File: src/rtl/mac_ctrl_pkg.sv
// mac_ctrl_pkg: shared encodings for the MAC array controller -- FSM states,
// PE window bit positions and the output tag / read address field layout.
package mac_ctrl_pkg;

  typedef enum logic [1:0] {
    ST_IDLE  = 2'd0,
    ST_SETUP = 2'd1,
    ST_CONV  = 2'd2,
    ST_COOL  = 2'd3
  } ctrl_state_e;

  localparam int PE_W  = 10;
  localparam int PE_ID = 9;
  localparam int PE_TL = 8;
  localparam int PE_T  = 7;
  localparam int PE_TR = 6;
  localparam int PE_L  = 5;
  localparam int PE_C  = 4;
  localparam int PE_R  = 3;
  localparam int PE_BL = 2;
  localparam int PE_B  = 1;
  localparam int PE_BR = 0;

  localparam int INFO_OFF_W  = 16;
  localparam int INFO_GRP_W  = 6;
  localparam int INFO_PAD_W  = 32 - INFO_OFF_W - 2 * INFO_GRP_W;
  localparam int RADDR_PAD_W = 32 - INFO_OFF_W - INFO_GRP_W;

  // 3x3 window mask with the taps that fall outside the feature map removed.
  function automatic logic [PE_W-1:0] pe_mask(input logic top, input logic bot,
                                               input logic lft, input logic rgt);
    logic [PE_W-1:0] m;
    m = {PE_W{1'b1}};
    if (top) begin
      m[PE_TL] = 1'b0; m[PE_T] = 1'b0; m[PE_TR] = 1'b0;
    end
    if (bot) begin
      m[PE_BL] = 1'b0; m[PE_B] = 1'b0; m[PE_BR] = 1'b0;
    end
    if (lft) begin
      m[PE_TL] = 1'b0; m[PE_L] = 1'b0; m[PE_BL] = 1'b0;
    end
    if (rgt) begin
      m[PE_TR] = 1'b0; m[PE_R] = 1'b0; m[PE_BR] = 1'b0;
    end
    return m;
  endfunction

endpackage

File: src/rtl/mac_vld_pipe.sv
// mac_vld_pipe: LAT-deep valid delay line that only shifts on en, so a stalled
// array keeps every in-flight beat in place.
module mac_vld_pipe #(
  parameter int LAT = 6
) (
  input  logic clk,
  input  logic rst,
  input  logic clr,
  input  logic en,
  input  logic din,
  output logic dout
);

  logic [LAT-1:0] r_line;

  // Shift register advanced by the array enable, flushed by reset or abort.
  always_ff @(posedge clk) begin
    if (rst || clr) begin
      r_line <= {LAT{1'b0}};
    end else if (en) begin
      r_line[0] <= din;
      for (int i = 1; i < LAT; i++) begin
        r_line[i] <= r_line[i-1];
      end
    end else begin
      r_line <= r_line;
    end
  end

  assign dout = r_line[LAT-1];

endmodule

File: src/rtl/mac_array_ctrl.sv
// mac_array_ctrl: sequences a 3x3 convolution over a latched fmap/group config,
// driving PE enables, input-map reads and tagged output beats to the accumulator.
module mac_array_ctrl
  import mac_ctrl_pkg::*;
#(
  parameter int MAX_DIM  = 64,
  parameter int MAX_GRP  = 16,
  parameter int PIPE_LAT = 6
) (
  input  logic                         clk,
  input  logic                         rst,
  input  logic                         conv_start,
  input  logic                         conv_abort,
  input  logic [$clog2(MAX_DIM+1)-1:0] cfg_h,
  input  logic [$clog2(MAX_DIM+1)-1:0] cfg_w,
  input  logic [$clog2(MAX_GRP+1)-1:0] cfg_in_grp,
  input  logic [$clog2(MAX_GRP+1)-1:0] cfg_out_grp,
  input  logic                         mac_array2psum_acc_rdy,
  output logic                         mac_array2psum_acc_vld,
  output logic [31:0]                  mac_array2psum_acc_info,
  output logic                         pipe_en,
  output logic [PE_W-1:0]              pe_en,
  output logic                         imap_ren,
  output logic [31:0]                  imap_raddr,
  output logic [$clog2(MAX_GRP)-1:0]   in_grp_cnt,
  output logic [$clog2(MAX_GRP)-1:0]   out_grp_cnt,
  output logic                         busy,
  output logic                         conv_done,
  output logic                         cfg_err
);

  localparam int DW  = $clog2(MAX_DIM + 1);
  localparam int SW  = DW + 1;
  localparam int GW  = $clog2(MAX_GRP + 1);
  localparam int GCW = $clog2(MAX_GRP);
  localparam int PW  = 2 * DW;

  localparam logic [DW-1:0]  DIM_MIN = DW'(3);
  localparam logic [DW-1:0]  DIM_MAX = DW'(MAX_DIM);
  localparam logic [GW-1:0]  GRP_MAX = GW'(MAX_GRP);
  localparam logic [DW-1:0]  ONE_D   = DW'(1);
  localparam logic [SW-1:0]  ONE_S   = SW'(1);
  localparam logic [GW-1:0]  ONE_G   = GW'(1);
  localparam logic [GCW-1:0] ONE_C   = GCW'(1);
  localparam logic [PW-1:0]  ONE_P   = PW'(1);

  ctrl_state_e    r_state;
  logic [DW-1:0]  r_cfg_h, r_cfg_w;
  logic [GW-1:0]  r_cfg_in, r_cfg_out;
  logic [SW-1:0]  r_setup_cnt;
  logic [DW-1:0]  r_row, r_col;
  logic [GCW-1:0] r_in_grp, r_out_grp;
  logic [PW-1:0]  r_rd_pix, r_out_off;
  logic [GCW-1:0] r_rd_grp, r_out_in, r_out_out;
  logic           r_conv_done, r_cfg_err;

  logic           w_pipe_en, w_abort, w_cfg_ok, w_conv_act, w_vld, w_beat;
  logic [PW-1:0]  w_hw, w_plane_last;
  logic [SW-1:0]  w_setup_end;
  logic           w_col_last, w_row_last, w_in_last, w_out_last;
  logic           w_rd_pix_last, w_rd_grp_last, w_imap_ren;
  logic           w_off_last, w_oin_last, w_oout_last, w_final_beat, w_run_clr;

  assign w_pipe_en  = (r_state != ST_IDLE) && mac_array2psum_acc_rdy;
  assign w_abort    = (r_state != ST_IDLE) && conv_abort;
  assign w_conv_act = (r_state == ST_CONV);

  assign w_cfg_ok = (cfg_h >= DIM_MIN) && (cfg_h <= DIM_MAX) &&
                    (cfg_w >= DIM_MIN) && (cfg_w <= DIM_MAX) &&
                    (cfg_in_grp  != {GW{1'b0}}) && (cfg_in_grp  <= GRP_MAX) &&
                    (cfg_out_grp != {GW{1'b0}}) && (cfg_out_grp <= GRP_MAX);

  assign w_hw         = PW'(r_cfg_h) * PW'(r_cfg_w);
  assign w_plane_last = w_hw - ONE_P;
  assign w_setup_end  = {1'b0, r_cfg_w} + ONE_S;

  assign w_col_last = (r_col == r_cfg_w - ONE_D);
  assign w_row_last = (r_row == r_cfg_h - ONE_D);
  assign w_in_last  = (GW'(r_in_grp)  == r_cfg_in  - ONE_G);
  assign w_out_last = (GW'(r_out_grp) == r_cfg_out - ONE_G);

  assign w_imap_ren    = ((r_state == ST_SETUP) || (r_state == ST_CONV)) && w_pipe_en;
  assign w_rd_pix_last = (r_rd_pix == w_plane_last);
  assign w_rd_grp_last = (GW'(r_rd_grp) == r_cfg_in - ONE_G);

  // A beat only leaves when the accumulator takes it; the plane tag is {out, in}.
  assign w_beat       = w_vld && mac_array2psum_acc_rdy;
  assign w_off_last   = (r_out_off == w_plane_last);
  assign w_oin_last   = (GW'(r_out_in)  == r_cfg_in  - ONE_G);
  assign w_oout_last  = (GW'(r_out_out) == r_cfg_out - ONE_G);
  assign w_final_beat = w_beat && w_off_last && w_oin_last && w_oout_last;
  assign w_run_clr    = w_abort || ((r_state == ST_COOL) && w_final_beat);

  // Control FSM: config latch, setup/conv sequencing, completion and abort.
  always_ff @(posedge clk) begin
    if (rst || w_abort) begin
      r_state     <= ST_IDLE;
      r_setup_cnt <= {SW{1'b0}};
      r_row       <= {DW{1'b0}};
      r_col       <= {DW{1'b0}};
      r_in_grp    <= {GCW{1'b0}};
      r_out_grp   <= {GCW{1'b0}};
      r_conv_done <= 1'b0;
      r_cfg_err   <= 1'b0;
      if (rst) begin
        r_cfg_h   <= {DW{1'b0}};
        r_cfg_w   <= {DW{1'b0}};
        r_cfg_in  <= {GW{1'b0}};
        r_cfg_out <= {GW{1'b0}};
      end else begin
        r_cfg_h   <= r_cfg_h;
        r_cfg_w   <= r_cfg_w;
        r_cfg_in  <= r_cfg_in;
        r_cfg_out <= r_cfg_out;
      end
    end else begin
      r_conv_done <= 1'b0;
      r_cfg_err   <= 1'b0;
      case (r_state)
        ST_IDLE: begin
          if (conv_start && w_cfg_ok) begin
            r_cfg_h   <= cfg_h;
            r_cfg_w   <= cfg_w;
            r_cfg_in  <= cfg_in_grp;
            r_cfg_out <= cfg_out_grp;
            r_state   <= ST_SETUP;
          end else if (conv_start) begin
            r_cfg_err <= 1'b1;
          end else begin
            r_state <= ST_IDLE;
          end
        end
        ST_SETUP: begin
          if (w_pipe_en) begin
            if (r_setup_cnt == w_setup_end) begin
              r_setup_cnt <= {SW{1'b0}};
              r_state     <= ST_CONV;
            end else begin
              r_setup_cnt <= r_setup_cnt + ONE_S;
            end
          end
        end
        ST_CONV: begin
          if (w_pipe_en) begin
            if (!w_col_last) begin
              r_col <= r_col + ONE_D;
            end else begin
              r_col <= {DW{1'b0}};
              if (!w_row_last) begin
                r_row <= r_row + ONE_D;
              end else begin
                r_row <= {DW{1'b0}};
                if (!w_in_last) begin
                  r_in_grp <= r_in_grp + ONE_C;
                end else begin
                  r_in_grp <= {GCW{1'b0}};
                  if (!w_out_last) begin
                    r_out_grp <= r_out_grp + ONE_C;
                  end else begin
                    r_out_grp <= {GCW{1'b0}};
                    r_state   <= ST_COOL;
                  end
                end
              end
            end
          end
        end
        ST_COOL: begin
          if (w_final_beat) begin
            r_state     <= ST_IDLE;
            r_conv_done <= 1'b1;
          end
        end
        default: r_state <= ST_IDLE;
      endcase
    end
  end

  // Input-map read address and output beat tag counters.
  always_ff @(posedge clk) begin
    if (rst || w_run_clr) begin
      r_rd_pix  <= {PW{1'b0}};
      r_rd_grp  <= {GCW{1'b0}};
      r_out_off <= {PW{1'b0}};
      r_out_in  <= {GCW{1'b0}};
      r_out_out <= {GCW{1'b0}};
    end else begin
      if (w_imap_ren) begin
        if (w_rd_pix_last) begin
          r_rd_pix <= {PW{1'b0}};
          r_rd_grp <= w_rd_grp_last ? {GCW{1'b0}} : r_rd_grp + ONE_C;
        end else begin
          r_rd_pix <= r_rd_pix + ONE_P;
        end
      end
      if (w_beat) begin
        if (w_off_last) begin
          r_out_off <= {PW{1'b0}};
          if (w_oin_last) begin
            r_out_in  <= {GCW{1'b0}};
            r_out_out <= w_oout_last ? {GCW{1'b0}} : r_out_out + ONE_C;
          end else begin
            r_out_in <= r_out_in + ONE_C;
          end
        end else begin
          r_out_off <= r_out_off + ONE_P;
        end
      end
    end
  end

  mac_vld_pipe #(
    .LAT (PIPE_LAT)
  ) u_vld_pipe (
    .clk  (clk),
    .rst  (rst),
    .clr  (w_abort),
    .en   (w_pipe_en),
    .din  (w_conv_act),
    .dout (w_vld)
  );

  assign pipe_en  = w_pipe_en;
  assign imap_ren = w_imap_ren;
  assign pe_en    = w_conv_act ? pe_mask(r_row == {DW{1'b0}}, w_row_last,
                                         r_col == {DW{1'b0}}, w_col_last)
                               : {PE_W{1'b0}};

  assign mac_array2psum_acc_vld  = w_vld;
  assign mac_array2psum_acc_info = {{INFO_PAD_W{1'b0}}, INFO_GRP_W'(r_out_out),
                                    INFO_GRP_W'(r_out_in), INFO_OFF_W'(r_out_off)};
  assign imap_raddr  = {{RADDR_PAD_W{1'b0}}, INFO_GRP_W'(r_rd_grp), INFO_OFF_W'(r_rd_pix)};
  assign in_grp_cnt  = r_in_grp;
  assign out_grp_cnt = r_out_grp;
  assign busy        = (r_state != ST_IDLE);
  assign conv_done   = r_conv_done;
  assign cfg_err     = r_cfg_err;

endmodule
File: config.mk
export PLATFORM = sky130hd
export DESIGN_NAME = mac_array_ctrl
export DESIGN_NICKNAME = d
export VERILOG_FILES = /design/src/rtl/mac_ctrl_pkg.sv /design/src/rtl/mac_vld_pipe.sv /design/src/rtl/mac_array_ctrl.sv
export SDC_FILE = /design/constraint.sdc
export NUM_CORES = 1
export LEC_CHECK = 0
export BUFFER_PORTS_ARGS = -buffer_cell sky130_fd_sc_hd__buf_2
export CORE_MARGIN = 2
export CORE_UTILIZATION = 24
export CTS_CLUSTER_SIZE = 28
export DETAILED_ROUTE_END_ITERATION = 8
export PLACE_DENSITY = 0.39
export SETUP_SLACK_MARGIN = 0.5
export SKIP_CTS_REPAIR_TIMING = 1
export SLEW_MARGIN = 20
export SYNTH_ARGS = -nofsm -noshare
export SYNTH_HDL_FRONTEND = slang
export SYNTH_SLANG_ARGS = --single-unit
File: constraint.sdc
create_clock -name clk -period 12.2 [get_ports clk]
set_input_delay 2.44 -clock clk [delete_from_list [all_inputs] [get_ports clk]]
set_output_delay 2.44 -clock clk [all_outputs]
set_load 0.005 [all_outputs]
# Word-level counts from Yosys, hierarchy flattened
# Cells that the tools add are included.
[word_totals] ff_bits=104 input_bits=29 output_inout_bits=88 wordCells=152
[op_classes] n_addsub=16 n_mul=1 n_lt_le_gt_ge=6 eq_ne=23 muxes=46 bitwise=2 n_reduce_logical=40
[ops] operator="$mux W7" n=9
[ops] operator="$mux W5" n=7
[ops] operator="$add A14 B1 Y14 const B" n=2
[ops] operator="$eq A14 B14 Y1" n=2
[ops] operator="$mux W14" n=2
[ops] operator="$eq A4 B5 Y1" n=5
[ops] operator="$add A4 B1 Y4 const B" n=5
[ops] operator="$mux W2" n=10
[ops] operator="$mux W4" n=5
[ops] operator="$logic_and A1 B1 Y1" n=16
[ops] operator="$ne A2 B2 Y1 const B" n=8
[ops] operator="$add A7 B1 Y7 const B" n=2
[ops] operator="$eq A7 B7 Y1" n=2
[ops] operator="$ge A7 B2 Y1 const B" n=2
[ops] operator="$le A7 B7 Y1 const B" n=2
[ops] operator="$logic_not A7 Y1" n=2
[ops] operator="$mul A7 B7 Y14" n=1
[ops] operator="$sub A14 B1 Y14 const B" n=1
[ops] operator="$sub A7 B1 Y7 const B" n=2
[ops] operator="$le A5 B5 Y1 const B" n=2
[ops] operator="$mux W10" n=1
[ops] operator="$reduce_bool A5 Y1" n=2
[ops] operator="$sub A5 B1 Y5 const B" n=2
[ops] operator="$reduce_and A3 Y1" n=3
[ops] operator="21 further kinds" n=39

# Longest topological paths before layout
[logic_depth] depth_word=12 mapped_depth=22 ltp_nobuf=17

# Modules after synthesis
# A second synthesis with hierarchy kept.
[unflattened] hier_cells=953 hier_area_um2=8358.0
[by_module_without_submodules] mod="mac_array_ctrl" n_inst=1 cells_each=932 area_each_um2=8139.1 seq_area_each_um2=2202.1
[by_module_without_submodules] mod="mac_vld_pipe" n_inst=1 cells_each=21 area_each_um2=219.0 seq_area_each_um2=120.1

# Worst setup path after synthesis
# OpenSTA, ideal clock, no wires.
[synth_path] kind="input-to-output" startpoint="in mac_array2psum_acc_rdy" endpoint="out imap_ren" arrival_time_ns=3.190 t_required_ns=9.760 path_slack_ns=6.570 path_stages=4 n_path_buf=0 path_cell_list="nand2_1 clkinv_1 nand2_1 inv_1"
[synth_between] elab_chain_cells=2
[synth_rtl] element="start: declaration" line="mac_array_ctrl.sv:18" text="input logic mac_array2psum_acc_rdy,"
[synth_rtl] element="$logic_and A1 B1 Y1" line="mac_array_ctrl.sv:64" text="assign w_pipe_en = (r_state != ST_IDLE) && mac_array2psum_acc_rdy;"
[synth_rtl] element="via pipe_en" line="mac_array_ctrl.sv:21" text="output logic pipe_en,"
[synth_rtl] element="$logic_and A1 B1 Y1" line="mac_array_ctrl.sv:82" text="assign w_imap_ren = ((r_state == ST_SETUP) || (r_state == ST_CONV)) && w_pipe_en;"
[synth_rtl] element="end: declaration" line="mac_array_ctrl.sv:23" text="output logic imap_ren,"
# The timed path passes the listed nets, and every way through them passes these cells.

# Worst setup path after layout
[layout_path] startpoint="reg r_cfg_w[2]" endpoint="reg r_rd_pix[4]"
[layout_between] elab_chain_cells=9 elab_cells_between_ends=11 cone_classes="add/sub: 1; mul: 1; eq/ne: 2; mux: 1; reduce/logical: 6"
[layout_rtl] element="start: declaration" line="mac_array_ctrl.sv:48" text="logic [DW-1:0] r_cfg_h, r_cfg_w;"
[layout_rtl] element="start signal: assignment" line="mac_array_ctrl.sv:107" text="r_cfg_w <= {DW{1'b0}};"
[layout_rtl] element="start signal: assignment" line="mac_array_ctrl.sv:112" text="r_cfg_w <= r_cfg_w;"
[layout_rtl] element="start signal: assignment" line="mac_array_ctrl.sv:123" text="r_cfg_w <= cfg_w;"
[layout_rtl] element="$mul A7 B7 Y14 (*)" line="mac_array_ctrl.sv:73" text="assign w_hw = PW'(r_cfg_h) * PW'(r_cfg_w);"
[layout_rtl] element="$sub A14 B1 Y14 (*)" line="mac_array_ctrl.sv:74" text="assign w_plane_last = w_hw - ONE_P;"
[layout_rtl] element="$eq A14 B14 Y1" line="mac_array_ctrl.sv:88" text="assign w_off_last = (r_out_off == w_plane_last);"
[layout_rtl] element="$logic_and A1 B1 Y1 (3 in a row)" line="mac_array_ctrl.sv:91" text="assign w_final_beat = w_beat && w_off_last && w_oin_last && w_oout_last;"
[layout_rtl] element="$logic_and A1 B1 Y1" line="mac_array_ctrl.sv:92" text="assign w_run_clr = w_abort || ((r_state == ST_COOL) && w_final_beat);"
[layout_rtl] element="$logic_or A1 B1 Y1" line="mac_array_ctrl.sv:92"
[layout_rtl] element="$logic_or A1 B1 Y1" line="mac_array_ctrl.sv:181" text="if (rst || w_run_clr) begin"
[layout_rtl] element="end signal: assignment" line="mac_array_ctrl.sv:182" text="r_rd_pix <= {PW{1'b0}};"
[layout_rtl] element="end signal: assignment" line="mac_array_ctrl.sv:190" text="r_rd_pix <= {PW{1'b0}};"
[layout_rtl] element="end signal: assignment" line="mac_array_ctrl.sv:193" text="r_rd_pix <= r_rd_pix + ONE_P;"
[layout_rtl] element="end: declaration" line="mac_array_ctrl.sv:53" text="logic [PW-1:0] r_rd_pix, r_out_off;"
# Every way passes the cells marked *; elsewhere a longest branch is shown, timed or not.
# A chain may end at the register's enable or synchronous reset.

==> reports/summary.log <==
qor: clock_network.clock_latency_on_the_worst_skew_pair 0.37 ns
qor: sta.grt_setup_unrepaired no
qor: synth.post_synth_num_cell_types 84
qor: placement.preCtsSetupSlack 5.42 ns
qor: die.io_pins 117
qor: power.leakagePower 4.05 nW
qor: sta.report.final.slew_viol_count 0
qor: route.detail_route.wl_per_cell 15.6 um
qor: global_routing.grt_util_all_layers 13.1%
qor: power.p_per_area 136 mW/mm^2
qor: finish.multiInputGateArea 0.00569 sq mm
qor: placement.dp_hpwl 18700 um
qor: hold_path.holdCritStartpoint u_vld_pipe.r_line[2]
qor: setup_path.worst_r2r_path_depth 15
qor: die.die_height 192 um
qor: sta.final_min_period 6.82 ns
qor: setup_path.worst-endpoint-arrival 7.04 ns
qor: synth.synth_top_cell_area_share 18.8%
qor: setup_path.crit-reg2reg-launch r_cfg_w[2]
qor: hold_path.hold_path_class reg2reg
qor: clock_network.clock_path_buffers 2
qor: die.initial_utilization 24.1%
qor: global_routing.number_of_antenna_violations_at_the_first_check_in_global_routing 0
qor: route.dr.first_iter.drc_count 337
qor: setup_path.end_kind flip-flop
qor: global_routing.grt_start_max_net_pins 25
qor: sta.post-route-period-util 55.9%
qor: sta.transition_time_at_the_pin_with_the_least_slew_margin 0.954 ns
qor: finish.drive_above_1_share 12.8%
qor: setup_path.reg2reg_setup_slack 5.38 ns
qor: synth.netlist_instances 993
qor: sta.hold_viol_final 0
qor: die.number_of_placement_rows 69
qor: setup_path.worst-endpoint-required 12.41 ns
qor: route.drt-vias-per-instance 4.52
qor: route.via_count 6881
qor: finish.finalCoreUtilization 27.2%
qor: finish.leading_cell_type_in_the_layout_fill_and_taps_excluded sky130_fd_sc_hd__nand2_1
qor: die.fp.dieArea 0.0370 sq mm
qor: die.die_x 192 um
qor: route.postRouteAntennaNets 0
qor: power.post-layout-total-power 1.30 mW
qor: sta.max-slew-margin-rel 35.8%
qor: clock_network.clockRootBuffer sky130_fd_sc_hd__clkbuf_16
qor: route.postRouteWirelength 23800 um
qor: synth.asyncSetResetFlopFracSynth 0%
qor: finish.final-instance-count-excl-fill 1524
qor: clock_network.cts_buffers 9
qor: synth.postSynthAreaPerCell 8.58 sq um
qor: global_routing.overflow 0
qor: finish.finalInstanceArea 0.00961 sq mm
qor: hold_path.hold-path-endpoint u_vld_pipe.r_line[3]
qor: setup_path.timing.rr.end r_rd_pix[4]
qor: synth.part_of_the_yosys_area_used_for_sequential_elements 27.2%
qor: finish.finalNetCount 1172
qor: die.fp.coreArea 0.0353 sq mm
qor: sta.fmax 147 MHz
qor: placement.place_congestion 0.803
qor: synth.ys.warnings.count 0
qor: placement.placed_cells_incl_taps 1508
qor: global_routing.first_global_vias 6660
qor: sta.worst_hold_margin 0.440 ns
qor: synth.synth_largest_area_cell sky130_fd_sc_hd__dfxtp_1
qor: clock_network.worst_setup_hold_path_clk_slew 0.09 ns
qor: run.number_of_max_capacitance_violations_reported 0
qor: clock_network.cts.htree.levels 3
qor: run_status.run_status complete, no violations
qor: finish.ff_latch_area 0.00232 sq mm
qor: placement.port_buffers 92
qor: sta.setup_viol 0
qor: clock_network.tritoncts built
qor: route.drc 0
qor: synth.synth.top_cells.by_area sky130_fd_sc_hd__dfxtp_1, sky130_fd_sc_hd__edfxtp_1, sky130_fd_sc_hd__ha_1
qor: finish.area_overhead_of_the_layout_relative_to_synthesis 12.7%
qor: placement.area_of_placed_instances 0.00932 sq mm
qor: global_routing.grt_pass1_wl 37700 um
qor: sta.final_critical_path_setup_slack 5.38 ns
qor: hold_path.hold-path-cell-count 2
qor: setup_path.crit_type reg2reg
qor: sta.clock_skew 0.0192 ns
qor: route.number_of_search_and_repair_iterations_in_the_first_detailed_routing_pass 4
qor: synth.synthesized_area 0.00852 sq mm
qor: synth.synth-edff-count 24
qor: finish.final_cell_mix sky130_fd_sc_hd__nand2_1, sky130_fd_sc_hd__nor2_1, sky130_fd_sc_hd__buf_2
qor: synth.synth-main-ff-cell sky130_fd_sc_hd__dfxtp_1
qor: sta.fin_setup_tns 0 ns
qor: finish.antenna-diode-count 0
qor: clock_network.clock_sink_count 104
qor: setup_path.critical_path_peak_fanout 24
qor: setup_path.start_kind flip-flop
qor: power.ir_worst_vdd 0.0752 mV
qor: setup_path.critical_path.startpoint r_cfg_w[2]
qor: synth.ys_seq_elements 104
qor: finish.filler_cell_count 3829
-- area by class of cell --
class	count	share of cell area, %
inverters	65	2.54
clock inverters	5	0.443
multi-input cells	782	59.2
clock buffers	11	2.53
flip-flops and latches	104	24.2
repair buffers	96	5.10
well taps	461	6.00
-- per-layer routing --
metal  global-route usage [%]  wire length, um  vias to the layer above
met4                     3.88              455                        0
met2                     20.4            10300                      119
met1                     18.6            12200                     3252
li1                         -                -                     3488
met3                     2.13              791                       22
met5                        0                0                        -
-- registers in the layout, indices dropped and copies added, names as in the netlist, 5 cells and up --
name / count
r_cfg_w: 7
u_vld_pipe.r_line: 6
r_row: 7
r_cfg_h: 7
r_cfg_in: 5
r_out_off: 14
r_col: 7
r_setup_cnt: 8
r_rd_pix: 14
r_cfg_out: 5
-- logic make-up after synthesis --
logic type               Yosys count  synth area share, %
buffers and inverters            130                 7.15
multiplexers                       9                 1.07
XOR/XNOR                         121                 13.4
AND/OR/NAND/NOR                  415                 25.1
other                              1               0.0440
flip-flops                       104                 27.2
adder cells (fa/ha/maj)           85                 15.0
AO/OA/AOI/OAI                    128                 10.9
-- power breakdown --
part | leakage, nW | internal [mW] | switching (mW)
registers | 0.889 | 0.359 | 0.0160
logic | 3.02 | 0.276 | 0.358
clock network | 0.140 | 0.147 | 0.148
total | 4.05 | 0.781 | 0.522
-- worst max-delay path, cell delays in order (launching register included) --
cell and delay [ns]:
sky130_fd_sc_hd__edfxtp_1 0.84, sky130_fd_sc_hd__nand2_1 0.15, sky130_fd_sc_hd__fa_1 0.55, sky130_fd_sc_hd__fa_1 0.44, sky130_fd_sc_hd__fa_1 0.52, sky130_fd_sc_hd__fa_1 0.54, sky130_fd_sc_hd__inv_1 0.04, sky130_fd_sc_hd__ha_1 0.42
sky130_fd_sc_hd__a21o_4 0.29, sky130_fd_sc_hd__a31o_4 0.23, sky130_fd_sc_hd__o21ai_1 0.23, sky130_fd_sc_hd__a221oi_1 0.14, sky130_fd_sc_hd__nor4_1 0.84, sky130_fd_sc_hd__nand4_2 0.50, sky130_fd_sc_hd__o21ai_2 0.81, sky130_fd_sc_hd__nor2_1 0.12
-- cells in the mapped netlist (4+ instances only) --
| library cell | instances |
|---|---|
| sky130_fd_sc_hd__nand2_1 | 112 |
| sky130_fd_sc_hd__xnor2_1 | 58 |
| sky130_fd_sc_hd__nand3b_1 | 6 |
| sky130_fd_sc_hd__nand4_1 | 27 |
| sky130_fd_sc_hd__nor2b_1 | 10 |
| sky130_fd_sc_hd__o21ai_1 | 5 |
| sky130_fd_sc_hd__xnor3_1 | 6 |
| sky130_fd_sc_hd__a2111oi_0 | 4 |
| sky130_fd_sc_hd__a21o_1 | 6 |
| sky130_fd_sc_hd__a31oi_1 | 10 |
| sky130_fd_sc_hd__xor2_1 | 57 |
| sky130_fd_sc_hd__edfxtp_1 | 24 |
| sky130_fd_sc_hd__dfxtp_1 | 80 |
| sky130_fd_sc_hd__a21oi_1 | 39 |
| sky130_fd_sc_hd__a21boi_0 | 4 |
| sky130_fd_sc_hd__nor3_1 | 17 |
| sky130_fd_sc_hd__or2_2 | 6 |
| sky130_fd_sc_hd__nor2_1 | 93 |
| sky130_fd_sc_hd__ha_1 | 56 |
| sky130_fd_sc_hd__clkbuf_1 | 25 |
| sky130_fd_sc_hd__o21ai_0 | 11 |
| sky130_fd_sc_hd__mux2i_1 | 8 |
| sky130_fd_sc_hd__nor4_1 | 10 |
| sky130_fd_sc_hd__nand2b_1 | 7 |
| sky130_fd_sc_hd__or3_1 | 7 |
| sky130_fd_sc_hd__buf_4 | 27 |
| sky130_fd_sc_hd__and3_1 | 13 |
| sky130_fd_sc_hd__a211oi_1 | 5 |
| sky130_fd_sc_hd__fa_1 | 29 |
| sky130_fd_sc_hd__inv_1 | 64 |
| sky130_fd_sc_hd__a221oi_1 | 5 |
| sky130_fd_sc_hd__nand3_1 | 30 |
| sky130_fd_sc_hd__or3b_1 | 5 |
| sky130_fd_sc_hd__and2_1 | 42 |
| sky130_fd_sc_hd__buf_2 | 10 |
-- worst max path at each step --
stage               slack [ns]            to
global placement          5.51  r_rd_pix[13]
detailed placement        5.42   r_rd_pix[6]
floorplan                 6.57      imap_ren
global route              4.95   r_rd_pix[0]
finish                    5.38   r_rd_pix[4]
CTS                       5.41   r_rd_pix[4]
(Power assumes the default switching activity.)
